`src/rtl/rom_seq_pkg.sv`:
```
// Shared state encoding and end-of-program marker for rom_sequencer.
package rom_seq_pkg;

    typedef enum logic [2:0] {
        IDLE,
        FETCH,
        ISSUE_A,
        ISSUE_B,
        DONE,
        ERR
    } seq_state_t;

    // All-ones end marker; users slice it down to their ROM word width.
    localparam logic [63:0] END_WORD = '1;

endpackage

```
`src/rtl/rom_sequencer.sv`:
```
// Walks a dual-port instruction ROM two words per fetch and issues each word as a command.
// Optional macro ROM_SEQ_LOOP_EN: program end restarts from address 0 instead of stopping.
module rom_sequencer
    import rom_seq_pkg::*;
#(
    parameter int unsigned ADDR_ROM_SZ = 4,
    parameter int unsigned DATA_ROM_SZ = 16
) (
    input  logic                   CLK,
    input  logic                   RST_N,
    input  logic                   I_START,
    input  logic                   I_STOP,
    output logic [ADDR_ROM_SZ-1:0] O_ADDR_ROM_A,
    output logic [ADDR_ROM_SZ-1:0] O_ADDR_ROM_B,
    input  logic [DATA_ROM_SZ-1:0] I_DATA_ROM_A,
    input  logic [DATA_ROM_SZ-1:0] I_DATA_ROM_B,
    input  logic [ADDR_ROM_SZ-1:0] I_ADDR_ROM_A,
    input  logic [ADDR_ROM_SZ-1:0] I_ADDR_ROM_B,
    output logic [DATA_ROM_SZ-1:0] O_CMD,
    output logic                   O_CMD_VALID,
    input  logic                   I_CMD_READY,
    output logic                   O_BUSY,
    output logic                   O_DONE,
    output logic                   O_ERR
);

    localparam logic [DATA_ROM_SZ-1:0] END_W   = END_WORD[DATA_ROM_SZ-1:0];
    localparam logic [ADDR_ROM_SZ-1:0] LAST_PC = {{(ADDR_ROM_SZ-1){1'b1}}, 1'b0};
    localparam logic [ADDR_ROM_SZ-1:0] PC_STEP = ADDR_ROM_SZ'(2);

    seq_state_t             state, state_next;
    seq_state_t             end_state;
    logic [ADDR_ROM_SZ-1:0] pc, pc_next, end_pc;
    logic [DATA_ROM_SZ-1:0] cmd_next;
    logic                   valid_next, done_next, err_next;
    logic                   echo_bad;

`ifdef ROM_SEQ_LOOP_EN
    assign end_state = FETCH;
    assign end_pc    = '0;
`else
    assign end_state = DONE;
    assign end_pc    = pc;
`endif

    // pc is always even, so the B address is pc with bit 0 set.
    assign O_ADDR_ROM_A = pc;
    assign O_ADDR_ROM_B = {pc[ADDR_ROM_SZ-1:1], 1'b1};

    assign echo_bad = (I_ADDR_ROM_A != O_ADDR_ROM_A) || (I_ADDR_ROM_B != O_ADDR_ROM_B);

    assign O_BUSY = (state == FETCH) || (state == ISSUE_A) ||
                    (state == ISSUE_B) || (state == DONE);

    always_comb begin
        state_next = state;
        pc_next    = pc;
        cmd_next   = O_CMD;
        valid_next = O_CMD_VALID;
        done_next  = 1'b0;
        err_next   = O_ERR;

        if (I_STOP) begin
            state_next = IDLE;
            valid_next = 1'b0;
            err_next   = 1'b0;
        end else begin
            case (state)
                IDLE: begin
                    if (I_START) begin
                        pc_next    = '0;
                        state_next = FETCH;
                    end
                end
                ERR: begin
                    err_next = 1'b1;
                    if (I_START) begin
                        err_next   = 1'b0;
                        pc_next    = '0;
                        state_next = FETCH;
                    end
                end
                FETCH: begin
                    state_next = ISSUE_A;
                end
                // First cycle of ISSUE_A (valid low) is the ROM-data-valid cycle.
                ISSUE_A: begin
                    if (!O_CMD_VALID) begin
                        if (echo_bad) begin
                            state_next = ERR;
                            err_next   = 1'b1;
                        end else if (I_DATA_ROM_A == END_W) begin
                            state_next = end_state;
                            pc_next    = end_pc;
                            done_next  = 1'b1;
                        end else begin
                            cmd_next   = I_DATA_ROM_A;
                            valid_next = 1'b1;
                        end
                    end else if (I_CMD_READY) begin
                        valid_next = 1'b0;
                        state_next = ISSUE_B;
                    end
                end
                ISSUE_B: begin
                    if (!O_CMD_VALID) begin
                        if (I_DATA_ROM_B == END_W) begin
                            state_next = end_state;
                            pc_next    = end_pc;
                            done_next  = 1'b1;
                        end else begin
                            cmd_next   = I_DATA_ROM_B;
                            valid_next = 1'b1;
                        end
                    end else if (I_CMD_READY) begin
                        valid_next = 1'b0;
                        if (pc == LAST_PC) begin
                            state_next = end_state;
                            pc_next    = end_pc;
                            done_next  = 1'b1;
                        end else begin
                            pc_next    = pc + PC_STEP;
                            state_next = FETCH;
                        end
                    end
                end
                DONE: begin
                    state_next = IDLE;
                end
                default: begin
                    state_next = IDLE;
                    valid_next = 1'b0;
                end
            endcase
        end
    end

    always_ff @(posedge CLK or negedge RST_N) begin
        if (!RST_N) begin
            state       <= IDLE;
            pc          <= '0;
            O_CMD       <= '0;
            O_CMD_VALID <= 1'b0;
            O_DONE      <= 1'b0;
            O_ERR       <= 1'b0;
        end else begin
            state       <= state_next;
            pc          <= pc_next;
            O_CMD       <= cmd_next;
            O_CMD_VALID <= valid_next;
            O_DONE      <= done_next;
            O_ERR       <= err_next;
        end
    end

endmodule

```
`config.mk`:
```
export PLATFORM = sky130hd
export DESIGN_NAME = rom_sequencer
export DESIGN_NICKNAME = d
export VERILOG_FILES = /design/src/rtl/rom_seq_pkg.sv /design/src/rtl/rom_sequencer.sv
export SDC_FILE = /design/constraint.sdc
export NUM_CORES = 1
export LEC_CHECK = 0
export CORE_MARGIN = 5
export CORE_UTILIZATION = 55
export CTS_BUF_LIST = sky130_fd_sc_hd__clkbuf_16
export CTS_CLUSTER_DIAMETER = 100
export DETAILED_ROUTE_END_ITERATION = 8
export DONT_BUFFER_PORTS = 1
export GPL_TIMING_DRIVEN = 0
export HOLD_SLACK_MARGIN = 0.12
export PLACE_DENSITY = 0.67
export SETUP_SLACK_MARGIN = 0.5
export SLEW_MARGIN = 20
export SYNTH_ARGS = -nofsm -noshare
export SYNTH_HDL_FRONTEND = slang
export SYNTH_SLANG_ARGS = --single-unit
```
`constraint.sdc`:
```
create_clock -name CLK -period 2.55 [get_ports CLK]
set_input_delay 0.51 -clock CLK [delete_from_list [all_inputs] [get_ports CLK]]
set_output_delay 0.51 -clock CLK [all_outputs]
set_load 0.1 [all_outputs]
```
==> flow_metrics.tcl <==
set metrics [dict create \
    startpoint_type "flop" \
    place.gp.congestion 0.896 \
    r2r-start "O_CMD_VALID" \
    ys_top_cells_by_area "dfrtp_1 (35%), a31oi_4 (12%), nand2_1 (7.4%)" \
    drv_cap 0 \
    ys_warn_count 0 \
    cts_tree "built" \
    clockBufferDepth 2 \
    htreeDepth 1 \
    grt_max_degree 26 \
    postSynthCellCount 193 \
    post-dp-hpwl_um 3580 \
    diodes 0 \
    rsz0062_at_grt "yes" \
    first_global_vias 1582 \
    postSynthAreaPerCell_um2 9.23 \
    maxSlewViolCount 0 \
    wire_per_inst_um 19.2 \
    synth_common_cells "nand2_1 (35), dfrtp_1 (25), a21oi_1 (22), a31oi_4 (10), nand4_1 (9)" \
    worst_slew_pin_slew_ns 0.923 \
    initial_core_util_pct 57.9 \
    hold_class "input port to flop" \
    grtUsageTotal_pct 22.2 \
    yosys.area.top_type "dfrtp_1" \
    synthMostInstantiatedCell "nand2_1" \
    tns_ns 0 \
    setup_viol 0 \
    crit_start "O_CMD_VALID" \
    path_clk_slew_ns 0.08 \
    critPathRequiredTime_ns 2.69 \
    crit_chain "buf_6, nor2_4, nand2b_1, o31ai_4, and2_4, buf_8, clkbuf_16, a31oi_4" \
    synthArstFlopShare_pct 100 \
    cts_sinks 25 \
    post-route-period-util_pct 80.5 \
    ios 73 \
    status "completed" \
    syn_nets 239 \
    slew_headroom_pct 38.5 \
    syn-cell-area_um2 1780 \
    vias 1531 \
    drtIter0Drc 81 \
    ys_seq_elements 25 \
    grt_overflow_total 0 \
    cts_root_buf "clkbuf_16" \
    area_growth_pct 21.3 \
    wirelength_um 4830 \
    ys_seq_area_share_pct 35.1 \
    vias_per_cell 6.08 \
    core_area_um2 3080 \
    clock_latency_ns 0.27 \
    firstDrtPassIters 5 \
    netlist.area_leader.share_pct 35.1 \
    fp.dieH_um 66.9 \
    synth_edf_count 0 \
    min_from "I_DATA_ROM_B[12]" \
    grt_pass1_wl_um 7530 \
    final.setup_skew_ns 0.00996 \
    path_class "flop to flop" \
    die_w_um 66.9 \
    cp-end-kind "flop" \
    cp_slowest_cell "dfrtp_4" \
    numPortBuffers 0 \
    cp.arrival_ns 2.19 \
    antenna_left 0 \
    final_layout_size_suffix_gt1_share_pct 28.8 \
    hold_violations 0 \
    nets 255 \
    cts-buffers-inserted 3 \
    antenna_found_initial 0 \
    rows 20 \
    fmax_mhz 487 \
    max_stage_delay_ns 0.63 \
    period_needed_ns 2.05 \
    drc 0 \
    die-area_um2 4480 \
    synth_flop_cell "dfrtp_1" \
    critical_path.max_fanout 8 \
    yosysUniqueCellTypes 44 \
]
-- repair_timing --
item,4_1_cts,5_1_grt
buffers inserted,4,4
resized for setup,4,19
hold buffers,2,0
cloned,0,1
endpoints found under the hold margin,25,0
pin swaps,2,6
endpoints found under the setup margin,20,24
-- registers in the layout (all words and copies together), names as in the netlist --
signal,flops
O_CMD,16
O_ADDR_ROM_A,3
state,3
O_CMD_VALID,1
O_DONE,1
O_ERR,1
-- metal layers --
layer / routed length [µm] / vias to the layer above / track usage, %
met1: 1750 / 728 / 25.0
met3: 511 / 7 / 7.93
met5: 0 / - / 0
li1: - / 728 / -
met4: 70 / 0 / 6.33
met2: 2490 / 68 / 39.0
-- kinds of logic (layout without fill, tap and decap cells) --
family / after synthesis / after routing / synth area share, %
flip-flops: 25 / 25 / 35.1
multiplexers: 2 / 2 / 1.12
XOR/XNOR: 2 / 2 / 0.983
other: 2 / 2 / 0.422
AND/OR/NAND/NOR: 85 / 85 / 24.6
buffers and inverters: 22 / 37 / 8.15
AO/OA/AOI/OAI: 54 / 54 / 28.9
adder cells (fa/ha/maj): 1 / 1 / 0.702
-- cells in the final DEF, fill, tap and decap left out, types with 2 or more instances in the layout --
cell type  instances
clkbuf_1           3
a31oi_4           10
o21ai_0            4
nand3b_1           2
o32ai_1            2
nor2_1             6
and3_1             3
dfrtp_1           21
nand2b_1           5
nand2_1           35
a21oi_2            4
buf_12             2
dfrtp_4            4
a21oi_1           18
clkbuf_16          4
a32oi_1            2
buf_6              5
nand3_1            6
conb_1             2
nand4_1            9
buf_4             13
mux2i_1            2
a31oi_1            6
nor3_1             4
inv_1              4
nor2_4             2
nor3_4             3
-- cell type report --
| type | count | area, µm² |
|---|---|---|
| timing repair buffer | 11 | 119 |
| sequential | 25 | 641 |
| fill | 236 | 917 |
| clock inverter | 1 | 8.76 |
| buffer | 18 | 154 |
| inverter | 4 | 15.0 |
| tap | 44 | 55.1 |
| multi-input combinational | 146 | 1090 |
| clock buffer | 3 | 75.1 |
-- through the flow --
stage                     hold slack [ns]  cell area [µm²]  worst slack [ns]  cells  utilization, %
after floorplan                     0.214             1830             0.484    193               -
after global placement              0.215             1880             0.261    237            61.1
after detailed placement            0.215             1880             0.205    237            61.1
after CTS                           0.392             2040             0.442    247            66.2
after global routing                0.394             2160             0.442    252            70.2
final                               0.386             2160             0.496    252            70.2
-- worst paths after layout --
check,to,slack (ns),cells after the start
min,O_CMD[12],0.39,2
min in group asynchronous,O_CMD[14],0.67,2
min reg2reg,state[1],0.63,2
max,O_CMD[6],0.50,8
max reg2reg,O_CMD[6],0.50,8
max in group asynchronous,O_ADDR_ROM_A[2],1.72,2
-- worst max-delay path, delay by kind of cell, from the launching register on --
kind	cells	cell delay, ns
buf+inv	3	0.48
flops	1	0.63
simple gates	3	0.41
compound gates	2	0.40
Power is not shown: default switching activity piles up to over one toggle a cycle in this logic, so the estimate is an artifact.
